$ cat src/rtl/tdm_demux_1x4.sv
// tdm_demux_1x4: receive-side time-division 1-to-4 demultiplexer.
//
// A single sample stream carries four channels in fixed slot order
// (slot 0..3 = channel a..d). A frame_sync strobe on a valid sample marks
// slot 0. Samples for slots 0..2 are parked in shadow registers. The slot-3
// sample completes the frame: all four channels load into y0..y3 together
// and frame_valid pulses for one cycle. y0..y3 therefore never show a
// partial frame.
//
// Parameters:
//   WIDTH       - bits per sample / per channel output
//   SYNC_STRICT - 1: a slot-0 sample without frame_sync is a framing error
//                    and drops the block back to HUNT
//                 0: such a sample is accepted as slot 0
//
// Optional feature (macro TDM_DEMUX_ERR_CNT_EN):
//   Adds output err_cnt[7:0], a saturating count of sync_err pulses that is
//   cleared only by rst_n. With the macro undefined, the port and the
//   counter do not exist.
//
// FSM states:
//   state  | meaning
//   -------+--------------------------------------------------------------
//   HUNT   | not aligned; discard samples until one arrives with frame_sync
//   LOCKED | aligned; slot_q is the slot that the next valid sample fills

module tdm_demux_1x4 #(
    parameter int WIDTH       = 1,
    parameter int SYNC_STRICT = 1
) (
    input  logic             clk,
    input  logic             rst_n,
    input  logic [WIDTH-1:0] din,
    input  logic             din_valid,
    input  logic             frame_sync,
    output logic [WIDTH-1:0] y0,
    output logic [WIDTH-1:0] y1,
    output logic [WIDTH-1:0] y2,
    output logic [WIDTH-1:0] y3,
    output logic             frame_valid,
    output logic             sync_err,
`ifdef TDM_DEMUX_ERR_CNT_EN
    output logic [7:0]       err_cnt,
`endif
    output logic             locked
);

    typedef enum logic [0:0] {
        HUNT   = 1'b0,
        LOCKED = 1'b1
    } state_t;

    state_t           state_q, state_nxt;
    logic [1:0]       slot_q, slot_nxt;
    logic [WIDTH-1:0] shadow0_q, shadow0_nxt;
    logic [WIDTH-1:0] shadow1_q, shadow1_nxt;
    logic [WIDTH-1:0] shadow2_q, shadow2_nxt;
    logic [WIDTH-1:0] y0_q, y0_nxt;
    logic [WIDTH-1:0] y1_q, y1_nxt;
    logic [WIDTH-1:0] y2_q, y2_nxt;
    logic [WIDTH-1:0] y3_q, y3_nxt;
    logic             frame_valid_q, frame_valid_nxt;
    logic             sync_err_q, sync_err_nxt;

    // Decoded framing conditions for a valid sample in LOCKED.
    logic             resync_hit;
    logic             missing_sync;

    assign resync_hit   = frame_sync && (slot_q != 2'd0);
    assign missing_sync = !frame_sync && (slot_q == 2'd0) && (SYNC_STRICT != 0);

    // State, slot, shadow and output registers; async clear on rst_n.
    always_ff @(posedge clk or negedge rst_n) begin
        if (!rst_n) begin
            state_q       <= HUNT;
            slot_q        <= 2'd0;
            shadow0_q     <= '0;
            shadow1_q     <= '0;
            shadow2_q     <= '0;
            y0_q          <= '0;
            y1_q          <= '0;
            y2_q          <= '0;
            y3_q          <= '0;
            frame_valid_q <= 1'b0;
            sync_err_q    <= 1'b0;
        end else begin
            state_q       <= state_nxt;
            slot_q        <= slot_nxt;
            shadow0_q     <= shadow0_nxt;
            shadow1_q     <= shadow1_nxt;
            shadow2_q     <= shadow2_nxt;
            y0_q          <= y0_nxt;
            y1_q          <= y1_nxt;
            y2_q          <= y2_nxt;
            y3_q          <= y3_nxt;
            frame_valid_q <= frame_valid_nxt;
            sync_err_q    <= sync_err_nxt;
        end
    end

    // Next-state, slot tracking and frame assembly; everything holds on
    // din_valid=0 and the two pulses fall back to 0.
    always_comb begin
        state_nxt       = state_q;
        slot_nxt        = slot_q;
        shadow0_nxt     = shadow0_q;
        shadow1_nxt     = shadow1_q;
        shadow2_nxt     = shadow2_q;
        y0_nxt          = y0_q;
        y1_nxt          = y1_q;
        y2_nxt          = y2_q;
        y3_nxt          = y3_q;
        frame_valid_nxt = 1'b0;
        sync_err_nxt    = 1'b0;

        if (din_valid) begin
            case (state_q)
                HUNT: begin
                    if (frame_sync) begin
                        shadow0_nxt = din;
                        slot_nxt    = 2'd1;
                        state_nxt   = LOCKED;
                    end
                end

                LOCKED: begin
                    if (resync_hit) begin
                        // Early sync: drop the partial frame and restart at
                        // this sample as slot 0.
                        sync_err_nxt = 1'b1;
                        shadow0_nxt  = din;
                        slot_nxt     = 2'd1;
                    end else if (missing_sync) begin
                        // Expected a sync that never came: lose lock.
                        sync_err_nxt = 1'b1;
                        slot_nxt     = 2'd0;
                        state_nxt    = HUNT;
                    end else begin
                        case (slot_q)
                            2'd0: shadow0_nxt = din;
                            2'd1: shadow1_nxt = din;
                            2'd2: shadow2_nxt = din;
                            default: begin
                                // Slot 3 is taken straight from din, so the
                                // full frame is published in one edge.
                                y0_nxt          = shadow0_q;
                                y1_nxt          = shadow1_q;
                                y2_nxt          = shadow2_q;
                                y3_nxt          = din;
                                frame_valid_nxt = 1'b1;
                            end
                        endcase
                        slot_nxt = slot_q + 2'd1;
                    end
                end

                default: begin
                    state_nxt = HUNT;
                    slot_nxt  = 2'd0;
                end
            endcase
        end
    end

`ifdef TDM_DEMUX_ERR_CNT_EN
    logic [7:0] err_cnt_q;

    // Saturating count of framing errors, counted on the same edge that
    // raises sync_err.
    always_ff @(posedge clk or negedge rst_n) begin
        if (!rst_n) begin
            err_cnt_q <= 8'd0;
        end else if (sync_err_nxt && (err_cnt_q != 8'hFF)) begin
            err_cnt_q <= err_cnt_q + 8'd1;
        end
    end

    assign err_cnt = err_cnt_q;
`endif

    assign y0          = y0_q;
    assign y1          = y1_q;
    assign y2          = y2_q;
    assign y3          = y3_q;
    assign frame_valid = frame_valid_q;
    assign sync_err    = sync_err_q;
    assign locked      = (state_q == LOCKED);

endmodule

$ cat config.mk
export PLATFORM = sky130hd
export DESIGN_NAME = tdm_demux_1x4
export DESIGN_NICKNAME = d
export VERILOG_FILES = /design/src/rtl/tdm_demux_1x4.sv
export SDC_FILE = /design/constraint.sdc
export NUM_CORES = 1
export LEC_CHECK = 0
export ABC_AREA = 1
export CAP_MARGIN = 20
export CORE_AREA = 2 2 39 41
export CTS_BUF_LIST = sky130_fd_sc_hd__clkbuf_16
export DETAILED_ROUTE_END_ITERATION = 8
export DIE_AREA = 0 0 41 43
export PLACE_DENSITY = 0.74
export RECOVER_POWER = 100
export REMOVE_ABC_BUFFERS = 1
export SETUP_SLACK_MARGIN = 0.2
export SYNTH_ARGS = -nofsm -noshare
export SYNTH_HDL_FRONTEND = slang
export SYNTH_SLANG_ARGS = --single-unit
$ cat constraint.sdc
create_clock -name clk -period 3.9 [get_ports clk]
set_input_delay 0.585 -clock clk [delete_from_list [all_inputs] [get_ports clk]]
set_output_delay 0.585 -clock clk [all_outputs]
set_load 0.005 [all_outputs]
==> impl_metrics.json, run 1 <==
{
  "cpLargestDelayFamily": "simple AND/OR/NAND/NOR gates",
  "slew_headroom_pct": 64.2,
  "cts_tree": "done",
  "dieArea_sq_um": 1760,
  "vdd_ir_drop_max_mv": 0.322,
  "maxClockFrequency_mhz": 486,
  "cts.sink_count": 12,
  "root_buffer": "clkbuf_16",
  "power.density_nw_per_um2": 714,
  "fin_cells": 100,
  "syn_avg_cell_area_sq_um": 8.85,
  "finalNetCount": 98,
  "drive_above_1_share_pct": 4.76,
  "fin_crit_sh_pct": 52.7,
  "synth_cell_types": 12,
  "grtUsageTotal_pct": 16.7,
  "initial_core_util_pct": 45.4,
  "grt-ovfl-total": 0,
  "crit_top_cell": "nand2_1",
  "seq_area_frac_synth_pct": 47.8,
  "post_cts.repair.setup_buffers": 0,
  "slowest_stage": "dlygate4sd3_1",
  "drtIter0Drc": 11,
  "yosysWarnings": 0,
  "fp-row-count": 14,
  "mostFrequentLayoutCells": "nand2_1, dfrtp_1, nand3_1, dlygate4sd3_1, inv_1",
  "slew_violations": 0,
  "port_buffers": 11,
  "syn_area_sq_um": 628,
  "r2r_cells": 8,
  "crit_type": "input pin to flip-flop",
  "post-route-min-period_ns": 2.06,
  "grt_pass1_wl_mm": 1.94,
  "rrSetupSlack_ns": 2.04,
  "outcome": "complete, no violations",
  "cp_max_fo": 7,
  "routed_wl_mm": 1.15,
  "fp.dieW_um": 41,
  "fillers": 136,
  "setup_tns_ns": 0,
  "cts.path.max_buffers": 2,
  "clk_pin_slew_ns": 0.04,
  "crit_chain": "dlygate4sd3_1 > ha_1 > nor2_1 > nand2_1 > nand2_1 > nand2_1",
  "ctsHoldBuffers": 0,
  "synth_cells": 71,
  "antenna_left": 0,
  "end_kind": "flip-flop",
  "final_common_cell": "nand2_1",
  "dp.cells": 97,
  "clock_latency_ns": 0.24,
  "cts_resized": 0,
  "drt_pass1_iterations": 4,
  "hold_viol": 0,
  "dieHeight_um": 43,
  "cp-startpoint": "frame_sync",
  "max_cap_viol_count": 0,
  "start_kind": "input pin",
  "dp_hpwl_um": 878,
  "tightest_slew_ns": 0.535,
  "setup_viol": 0,
  "cp_num_cells": 6,
  "r2r_end": "y1",
  "post_drt_wl_per_cell_um": 11.5,
  "p_leak_nw": 0.453,
  "holdCritPathClass": "flip-flop to flip-flop",
  "fp.coreArea_sq_um": 1380,
  "via_per_inst": 4.91,
  "drc": 0,
  "crit_path_max_incr_delay_ns": 0.59,
  "ctsHtreeMaxLevel": 1,
  "grt_pass1_vias": 486,
  "reg2reg_from": "slot_q[0]",
  "ios": 12,
  "vias": 491,
  "ys_ff_latch": 12,
  "syn_to_final_growth_pct": 27.9,
  "crit_arrival_ns": 2.18,
  "diodes": 0,
  "numCtsBuffers": 3,
  "rsz0062_at_grt": "no",
  "antenna_found_initial": 0,
  "grt_max_degree": 13,
  "cp-endpoint": "y1",
  "hold_start": "y3",
  "gp_congestion": 0.863,
  "finClkSkew_ns": 0.000467,
  "required_ns": 4.02,
  "critPathBufInv": 1
}
## power by group
group | internal [mW] | switching (mW)
logic | 0.0846 | 0.104
registers | 0.170 | 0.0321
clock network | 0.133 | 0.0494
## kinds of logic after synthesis
logic type | Yosys count | synth area share [%]
and+or+nand+nor | 40 | 29.7
buffers and inverters | 11 | 7.77
AOI/OAI and AO/OA | 1 | 0.796
DFF | 12 | 47.8
adders and majority gates | 7 | 13.9
## synth_stat cells, drive strengths merged
master  number  share of area (%)
o21ai        1               0.80
buf          1                1.8
dfrtp       12                 48
ha           7                 14
nand4        2                2.0
nor2         3                4.4
inv         10                6.0
nand3       10                8.0
nand2       25                 15
## layout make-up
class | count | area [sq um] | area share [%]
Sequential cell | 12 | 300 | 37.4
Inverter | 10 | 37.5 | 4.67
Timing Repair Buffer | 11 | 110 | 13.7
Multi-Input combinational cell | 48 | 260 | 32.4
Tap cell | 16 | 20.0 | 2.49
Clock buffer | 3 | 75.1 | 9.35
## metrics by stage
stage               total power, mW  hold WS (ns)  util (%)  worst slack (ns)  cell area (sq um)
floorplan                     0.333         0.289         -              2.52                617
global placement              0.413         0.456      54.0              2.01                747
detailed placement            0.422         0.458      54.0              1.97                747
CTS                           0.609         0.468      59.4              2.10                822
global route                  0.619         0.496      58.0              1.71                803
finish                        0.574         0.458      58.0              1.84                803
## how the worst min path moves through the flow
| stage | end | slack [ns] | cells after the start |
|---|---|---|---|
| floorplan | frame_valid | 0.29 | 0 |
| global placement | y0 | 0.46 | 2 |
| detailed placement | y3 | 0.46 | 2 |
| CTS | y3 | 0.47 | 2 |
| global route | y0 | 0.50 | 2 |
| finish | y3 | 0.46 | 2 |
## routing by layer
layer	share of wire (%)	wire [um]	global-route usage, %	up-vias
li1	-	-	-	252
met3	3.4	39	4.71	2
met5	0	0	0	-
met4	1.4	16	6.00	0
met2	52	596	26.9	12
met1	43	500	20.2	225
## state kept, by name, indices dropped and copies added, names as in the netlist
name,count
y0,1
sync_err,1
y2,1
shadow0_q,1
y3,1
locked,1
frame_valid,1
slot_q,2
shadow1_q,1
y1,1
shadow2_q,1
## worst register-to-register path: stages, from the launching register on
cell and delay (ns):
dfrtp_1 0.40, inv_1 0.11, ha_1 0.21, inv_1 0.06, ha_1 0.18, nor2_1 0.38
nand2_1 0.23, nand2_1 0.12, nand2_1 0.06
(Power assumes the default switching activity.)
==> run 2: changes to the inputs <==
CORE_AREA = unset   (was 2 2 39 41)
CORE_MARGIN = 2   (was unset)
CORE_UTILIZATION = 43   (was unset)
DIE_AREA = unset   (was 0 0 41 43)
PLACE_DENSITY = 0.71   (was 0.74)
clock period = 1.7 ns   (was 3.9 ns; I/O delays follow)
==> impl_metrics.json, run 2 (same netlist as run 1, synthesis figures left out) <==
{
  "outcome": "complete, no violations",
  "vias": 495,
  "cts.sink_count": 12,
  "tightest_slew_ns": 0.545,
  "drt_pass1_iterations": 4,
  "post_drt_wl_per_cell_um": 11.7,
  "max_cap_viol_count": 0,
  "holdCritPathClass": "input pin to async pin",
  "hold_viol": 0,
  "clk_pin_slew_ns": 0.04,
  "slowest_stage": "clkdlybuf4s50_1",
  "crit_path_max_incr_delay_ns": 0.54,
  "power_frac_comb_pct": 38.9,
  "pwr-share-clk_pct": 29.4,
  "grt_pass1_vias": 473,
  "cp_max_fo": 6,
  "root_buffer": "clkbuf_16",
  "cts_tree": "done",
  "slew_violations": 0,
  "ctsHtreeMaxLevel": 1,
  "syn_to_final_growth_pct": 37.3,
  "initial_core_util_pct": 47.1,
  "cts.path.max_buffers": 2,
  "crit_type": "flip-flop to output port",
  "p_switching_mw": 0.480,
  "p_leak_nw": 0.476,
  "fin_crit_sh_pct": 87.1,
  "setup_viol": 0,
  "gp_congestion": 0.858,
  "fin_area_sq_um": 862,
  "dp_hpwl_um": 860,
  "antenna_left": 0,
  "crit_chain": "clkdlybuf4s50_1",
  "grt-ovfl-total": 0,
  "internal-power_mw": 0.978,
  "dieHeight_um": 42.2,
  "seqCellArea_sq_um": 300,
  "dieArea_sq_um": 1780,
  "end_kind": "output port",
  "largest_reg_flops": 2,
  "power.density_nw_per_um2": 1690,
  "vdd_ir_drop_max_mv": 0.926,
  "maxClockFrequency_mhz": 676,
  "grtUsageTotal_pct": 15.2,
  "multi_input_area_sq_um": 294,
  "swShare_pct": 32.9,
  "via_per_inst": 4.81,
  "routed_wl_mm": 1.21,
  "fillers": 111,
  "port_buffers": 11,
  "ctsHoldBuffers": 0,
  "pwr-share-seq_pct": 31.7,
  "slew_headroom_pct": 63.5,
  "diodes": 0,
  "crit_arrival_ns": 1.23,
  "finalNetCount": 101,
  "ios": 12,
  "grt_pass1_wl_mm": 1.99,
  "critPathBufInv": 1,
  "numCtsBuffers": 3,
  "drtIter0Drc": 9,
  "finClkSkew_ns": 0.00239,
  "rsz0062_at_grt": "no",
  "drive_above_1_share_pct": 13.6,
  "grt_max_degree": 13,
  "drc": 0,
  "final_core_util_pct": 64.6,
  "fp.dieW_um": 42.2,
  "antenna_found_initial": 0,
  "cpLargestDelayFamily": "buffers and inverters",
  "fp-row-count": 13,
  "fp.coreArea_sq_um": 1330,
  "setup_tns_ns": 0,
  "post-route-min-period_ns": 1.48,
  "postPlaceCellArea_sq_um": 746,
  "largest-register": "slot_q",
  "required_ns": 1.44,
  "clock_latency_ns": 0.24,
  "mostFrequentLayoutCells": "nand2_1, dfrtp_1, nand3_1, dlygate4sd3_1, inv_1",
  "final_common_cell": "nand2_1",
  "start_kind": "flip-flop"
}
==> run 2: worst register-to-register path: cells and delay by family (launching register included) <==
kind          cells  cell delay [ns]
fa+ha+maj         2             0.36
buf+inv           2             0.19
flops             1             0.39
simple gates      4             0.39
==> run 2: layer usage <==
| layer | GRT usage (%) | part of all wire, % | vias to the layer above |
|---|---|---|---|
| met5 | 0 | 0 | - |
| li1 | - | - | 257 |
| met4 | 3.75 | 0.83 | 0 |
| met3 | 7.76 | 5.1 | 3 |
| met2 | 24.3 | 48 | 9 |
| met1 | 18.0 | 46 | 226 |
==> run 2: power by group through the flow <==
stage          registers [mW]  logic, mW  clock network (mW)
6_report                0.463      0.567               0.428
5_1_grt                 0.478      0.653               0.445
4_1_cts                 0.466      0.510               0.429
3_5_place_dp            0.467      0.503                   0
3_3_place_gp            0.462      0.490                   0
2_1_floorplan           0.461      0.302                   0
==> run 2: final timing paths <==
path                           start   endpoint  slack, ns  cells past startpoint
setup reg to reg           slot_q[0]         y3       0.26                      8
min in group clk                  y1         y1       0.46                      2
setup / recovery              locked     locked       0.22                      1
max in group asynchronous      rst_n  slot_q[1]       0.90                      1
hold / removal                 rst_n     locked       0.44                      1
hold reg to reg                   y1         y1       0.46                      2
==> run 2: cell type report <==
| type | count | share of cell area (%) |
|---|---|---|
| clock buffer | 3 | 8.71 |
| clock inverter | 1 | 0.435 |
| inverter | 10 | 4.35 |
| multi-input combinational | 48 | 34.1 |
| sequential | 12 | 34.8 |
| tap | 15 | 2.18 |
| timing repair buffer | 14 | 15.4 |
==> run 2: stage by stage <==
step	hold slack (ns)	setup slack [ns]	instances	power [mW]
2_1_floorplan	-0.0406	0.323	70	0.763
3_5_place_dp	0.462	0.111	96	0.970
5_1_grt	0.502	0.127	103	1.58
6_report	0.442	0.220	103	1.46
4_1_cts	0.379	0.233	100	1.40
3_3_place_gp	0.457	0.139	96	0.951
==> run 2: repair_timing <==
action / 4_1_cts / 5_1_grt
buffers inserted: 0 / 3
gates resized for setup: 1 / 6
endpoints found under the hold margin: 0 / 0
pin swaps: 1 / 1
setup endpoints to repair: 4 / 8
